==> config.mk <==
export PLATFORM = sky130hd
export DESIGN_NAME = fetch_unit
export DESIGN_NICKNAME = d
export VERILOG_FILES = /design/src/rtl/fetch_unit.sv
export SDC_FILE = /design/constraint.sdc
export NUM_CORES = 1
export LEC_CHECK = 0
export ABC_CLOCK_PERIOD_IN_PS = 5630
export BUFFER_PORTS_ARGS = -buffer_cell sky130_fd_sc_hd__buf_2
export CAP_MARGIN = 20
export CORE_MARGIN = 5
export CORE_UTILIZATION = 49
export DETAILED_ROUTE_END_ITERATION = 12
export PLACE_DENSITY = 0.76
export SYNTH_ARGS = -nofsm -noshare
export SYNTH_HDL_FRONTEND = slang
export SYNTH_SLANG_ARGS = --single-unit
==> constraint.sdc <==
create_clock -name clk -period 5.63 [get_ports clk]
set_input_delay 0 -clock clk [delete_from_list [all_inputs] [get_ports clk]]
set_output_delay 0 -clock clk [all_outputs]
set_load 0.05 [all_outputs]
==> src/rtl/fetch_unit.sv <==
// Instruction fetch stage: PC, single-outstanding imem reads, DEPTH-entry instruction FIFO, redirect flush.
// Optional FETCH_PERF_CNT_EN adds saturating stall_cnt / flush_cnt outputs.
module fetch_unit #(
    parameter int unsigned      PC_W     = 32,
    parameter int unsigned      INSTR_W  = 32,
    parameter int unsigned      DEPTH    = 2,
    parameter logic [PC_W-1:0]  RESET_PC = '0
) (
    input  logic               clk,
    input  logic               reset,
    output logic               imem_req,
    output logic [PC_W-1:0]    imem_addr,
    input  logic               imem_rvalid,
    input  logic [INSTR_W-1:0] imem_rdata,
    input  logic               redirect,
    input  logic [PC_W-1:0]    redirect_pc,
    output logic               instr_valid,
    input  logic               instr_ready,
    output logic [INSTR_W-1:0] instr,
    output logic [4:0]         op,
    output logic [PC_W-1:0]    instr_pc
`ifdef FETCH_PERF_CNT_EN
    ,
    output logic [15:0]        stall_cnt,
    output logic [15:0]        flush_cnt
`endif
);

    localparam int unsigned PTR_W = $clog2(DEPTH);
    localparam int unsigned CNT_W = PTR_W + 1;

    typedef enum logic [1:0] {
        ST_RUN,
        ST_WAIT,
        ST_DROP
    } state_t;

    state_t state, state_next;

    logic [PC_W-1:0]    pc;
    logic [PC_W-1:0]    tag_pc;
    logic [INSTR_W-1:0] fifo_instr [DEPTH];
    logic [PC_W-1:0]    fifo_pc    [DEPTH];
    logic [PTR_W-1:0]   rd_ptr;
    logic [PTR_W-1:0]   wr_ptr;
    logic [CNT_W-1:0]   count;
    logic               empty;
    logic               full;
    logic               issue;
    logic               push;
    logic               pop;

    assign empty = (count == '0);
    assign full  = (count == CNT_W'(DEPTH));

    always_ff @(posedge clk or posedge reset) begin
        if (reset) begin
            state <= ST_RUN;
        end else begin
            state <= state_next;
        end
    end

    // A response arriving in a redirect cycle completes the transaction but is never pushed.
    always_comb begin
        state_next = state;
        issue      = 1'b0;
        push       = 1'b0;
        unique case (state)
            ST_RUN: begin
                if (!redirect && !full && !reset) begin
                    issue      = 1'b1;
                    state_next = ST_WAIT;
                end
            end
            ST_WAIT: begin
                if (imem_rvalid) begin
                    push       = !redirect;
                    state_next = ST_RUN;
                end else if (redirect) begin
                    state_next = ST_DROP;
                end
            end
            ST_DROP: begin
                if (imem_rvalid) begin
                    state_next = ST_RUN;
                end
            end
            default: state_next = ST_RUN;
        endcase
        pop       = !empty && instr_ready && !redirect;
        imem_req  = issue;
        imem_addr = pc;
    end

    always_ff @(posedge clk or posedge reset) begin
        if (reset) begin
            pc     <= RESET_PC;
            tag_pc <= '0;
            rd_ptr <= '0;
            wr_ptr <= '0;
            count  <= '0;
        end else begin
            if (redirect) begin
                pc <= redirect_pc;
            end else if (issue) begin
                pc     <= pc + PC_W'(4);
                tag_pc <= pc;
            end

            if (redirect) begin
                rd_ptr <= '0;
                wr_ptr <= '0;
                count  <= '0;
            end else begin
                if (push) begin
                    wr_ptr <= wr_ptr + PTR_W'(1);
                end
                if (pop) begin
                    rd_ptr <= rd_ptr + PTR_W'(1);
                end
                unique case ({push, pop})
                    2'b10:   count <= count + CNT_W'(1);
                    2'b01:   count <= count - CNT_W'(1);
                    default: count <= count;
                endcase
            end
        end
    end

    always_ff @(posedge clk) begin
        if (push) begin
            fifo_instr[wr_ptr] <= imem_rdata;
            fifo_pc[wr_ptr]    <= tag_pc;
        end
    end

    always_comb begin
        instr_valid = !empty;
        instr       = empty ? '0 : fifo_instr[rd_ptr];
        instr_pc    = empty ? '0 : fifo_pc[rd_ptr];
        op          = instr[INSTR_W-1 -: 5];
    end

`ifndef SYNTHESIS
    always_ff @(posedge clk) begin
        if (!reset) begin
            assert (!(push && full));
        end
    end
`endif

`ifdef FETCH_PERF_CNT_EN
    always_ff @(posedge clk or posedge reset) begin
        if (reset) begin
            stall_cnt <= '0;
            flush_cnt <= '0;
        end else begin
            if (instr_valid && !instr_ready && (stall_cnt != '1)) begin
                stall_cnt <= stall_cnt + 16'd1;
            end
            if (redirect && (!empty || (state != ST_RUN)) && (flush_cnt != '1)) begin
                flush_cnt <= flush_cnt + 16'd1;
            end
        end
    end
`endif

endmodule

==> run_results.csv <==
group,metric,value,unit
setup_path,cp_max_fo,65,
synthesis,synth_top_area_frac,0.469,
sta,finalMaxSlewViolations,0,
setup_path,timing.rr.start,"state[0]$_DFFE_PP0P_",
global_routing,grt_pass1_vias,6005,
setup_path,worst-setup-path-type,"register to register",
cts,cts_resized,0,
synthesis,synth_cell_types,50,
synthesis,synth.area.top_cells,"edfxtp_1 47%, dfrtp_1 21%, mux2i_1 8.3%, nand2_1 5.9%, nor2_1 4.1%",
floorplanning,ios,172,
job,cap_violations,0,
sta,hold_viol_final,0,
setup_path,slowest_delay,600,ps
synthesis,synth_ff_type,"edfxtp_1",
min_path,hp-start,"redirect",
cts,clk_latency,420,ps
setup_path,r2r_slack,2600,ps
floorplanning,initial_core_util,0.498,
detailed_routing,firstDrtPassIters,4,
min_path,min_delay_worst_endpoint,"wr_ptr$_DFFE_PP0P_",
pwr,netSwitchingFraction,0.274,
layout,final_common_cell,"buf_2",
synthesis,synth_area,0.00819,mm²
layout,nFillCells,1231,
sta,clock_skew,11.4,ps
setup_path,crit_buf_inv,2,
synthesis,ys_ff_latch,198,
floorplanning,core,0.0165,mm²
setup_path,cpMaxStageDelayCell,"or3_4",
cts,cts_sinks,198,
synthesis,ys_warn_count,0,
setup_path,r2r_end,"imem_addr[16]$_DFFE_PP0P_",
detailed_routing,wirelength,18.9,mm
detailed_routing,via_per_inst,5.24,
pwr,power.share.clock,0.347,
placed_design,place.gp.congestion,0.886,
global_routing,grtUsageTotal,0.202,
detailed_routing,vias,5862,
global_routing,antenna_found_initial,0,
synthesis,async_reset_ff_frac,0.354,
sta,rsz0062_at_grt,"false",
cts,cts-root-buf,"clkbuf_16",
sta,setup_viol,0,
setup_path,crit_family,"simple AND/OR/NAND/NOR gates",
synthesis,yosysTopAreaCell,"edfxtp_1",
synthesis,syn_inst,661,
setup_path,crit_chain,"or3_1 > or3_4 > inv_2 > buf_4 > nand2_1 > or4_1 > nand3_1",
floorplanning,die_height,139,µm
sta,period_needed,3030,ps
detailed_routing,ant_nets,0,
sta,slew_headroom,0.350,
placed_design,dp_hpwl,12.0,mm
detailed_routing,post-route-drc-count,0,
pwr,p_int,0.00246,W
cts,cts_buffers,17,
synthesis,syn_nets,731,
sta,max_freq,0.330,GHz
detailed_routing,wire_per_inst,16.8,µm
layout,syn_to_final_growth,28.5,%
cts,h-tree-depth,4,
cts,post_cts_buffers,0,
pwr,p_seq_frac,0.521,
pwr,ir_worst_vdd,219,µV
pwr,p_per_area,322,mW/mm²
sta,tightest_slew,966,ps
sta,period_share,0.538,
layout,final_nets,955,
status,status,"completed",
floorplanning,num_rows,47,
detailed_routing,drt-initial-drc-count,408,
synthesis,avgSynthCellArea,12.4,µm²
synthesis,synth-edff-count,128,
cts,clk_pin_slew_worst_paths,70,ps
global_routing,overflow,0,
pwr,pwr-share-comb,0.132,
layout,drive_gt1_frac,0.251,
setup_path,rr_worst_depth,7,
pwr,power_leakage,4.34,nW
setup_path,start_kind,"register",
layout,final_cell_mix,"171 x buf_2, 129 x nand2_1, 128 x edfxtp_1",
cts,cts_tree,"yes",
setup_path,critPathCaptureType,"register",
setup_path,worstPathRequired,5980,ps
global_routing,grt_max_degree,71,
placed_design,port_buffers,171,
cts,cts_buffer_depth,2,
global_routing,grt_pass1_wl,31.5,mm
min_path,hp-class,"primary input to register",
sta,tns,0,ps
floorplanning,dieArea,0.0194,mm²
layout,fin_util,0.639,
min_path,holdPathStages,2,
setup_path,crit_arrival,3390,ps
synthesis,ys_seq_area_frac,0.683,
pwr,p_switching,0.000928,W
floorplanning,die_w,139,µm
[worst reg2reg max path, stage by stage, from the launching register on]
cell and delay (ps):
dfrtp_1 420, or3_1 350, or3_4 600, inv_2 410, buf_4 350, nand2_1 200, or4_1 530, nand3_1 100
[stage by stage]
| step | hold slack (ps) | total power [W] | setup slack (ps) | instances | area [µm²] |
|---|---|---|---|---|---|
| 5_1_grt | 229 | 0.00354 | 2410 | 1118 | 10500 |
| 6_report | 237 | 0.00339 | 2600 | 1119 | 10500 |
| 4_1_cts | 203 | 0.00341 | 2600 | 1118 | 10500 |
| 2_1_floorplan | 66.4 | 0.00206 | 1890 | 661 | 8200 |
| 3_3_place_gp | 188 | 0.00219 | 2580 | 1018 | 9240 |
| 3_5_place_dp | 192 | 0.00220 | 2540 | 1019 | 9260 |
[repair_timing]
action,4_1_cts,5_1_grt
hold buffers,67,0
hold endpoints to repair,170,0
endpoints found under the setup margin,0,0
[worst max path at each step]
stage,cells after the start,slack (ps),to,startpoint
global route,7,2410,imem_addr[16]$_DFFE_PP0P_,state[1]$_DFFE_PP0P_
global placement,8,2580,imem_addr[16]$_DFFE_PP0P_,redirect
finish,7,2600,imem_addr[16]$_DFFE_PP0P_,state[0]$_DFFE_PP0P_
floorplan,3,1890,fifo_instr[1][0]$_DFFE_PP_,state[1]$_DFFE_PP0P_
detailed placement,8,2540,imem_addr[16]$_DFFE_PP0P_,redirect
CTS,7,2600,imem_addr[16]$_DFFE_PP0P_,state[1]$_DFFE_PP0P_
[routing by layer]
metal / global-route usage / routed length [µm] / vias up
met2: 0.328 / 9240 / 222
li1: - / - / 2807
met3: 0.0566 / 1410 / 22
met4: 0.0680 / 428 / 0
met1: 0.263 / 7770 / 2811
met5: 0 / 0 / -
[power by group through the flow]
stage / logic, W / registers (W) / clock network [W]
2_1_floorplan: 0.000215 / 0.00184 / 0
3_3_place_gp: 0.000400 / 0.00179 / 0
3_5_place_dp: 0.000410 / 0.00179 / 0
4_1_cts: 0.000449 / 0.00176 / 0.00120
5_1_grt: 0.000487 / 0.00178 / 0.00127
6_report: 0.000446 / 0.00176 / 0.00118
[synth_stat cells, types with 4 or more instances]
cell type and number:
nand3_1 15, inv_1 7, mux2i_1 68, buf_4 5, clkbuf_1 17, nor2_1 90, dfrtp_1 70, a32oi_1 4
buf_1 14, nand4_1 15, a31oi_1 4, o211ai_1 4, a21oi_1 8, a221o_1 7, edfxtp_1 128, o21ai_0 20
o311ai_0 5, nand2_1 129, nor2b_1 4, xor2_1 5, nor3_1 7
[flip-flops by register name, indices dropped and copies added (netlist names)]
register    cells
rd_ptr          1
state           2
fifo_instr     64
wr_ptr          1
count           2
imem_addr      32
fifo_pc        64
tag_pc         32
[area by class of cell]
type                       count  area [µm²]  share of cell area
antenna                        1        2.50            0.000238
clock buffer                  18         450              0.0428
clock inverter                14         139              0.0132
inverter                       8        30.0             0.00285
multi-input combinational    415        2420               0.230
sequential                   198        5600               0.532
tap                          220         275              0.0262
timing repair buffer         245        1610               0.153
[logic make-up (layout without fill, tap and decap cells)]
logic type | after synthesis | in the layout | share of synthesized area
flip-flops | 198 | 198 | 0.683
AND/OR/NAND/NOR | 276 | 276 | 0.146
adder cells (fa/ha/maj) | 1 | 1 | 0.00153
AO/OA/AOI/OAI | 61 | 61 | 0.0510
buffers and inverters | 48 | 285 | 0.0257
multiplexers | 70 | 70 | 0.0858
other | 0 | 1 | 0
XOR/XNOR | 7 | 7 | 0.00748
No activity file was read; power rests on OpenSTA's default activity.
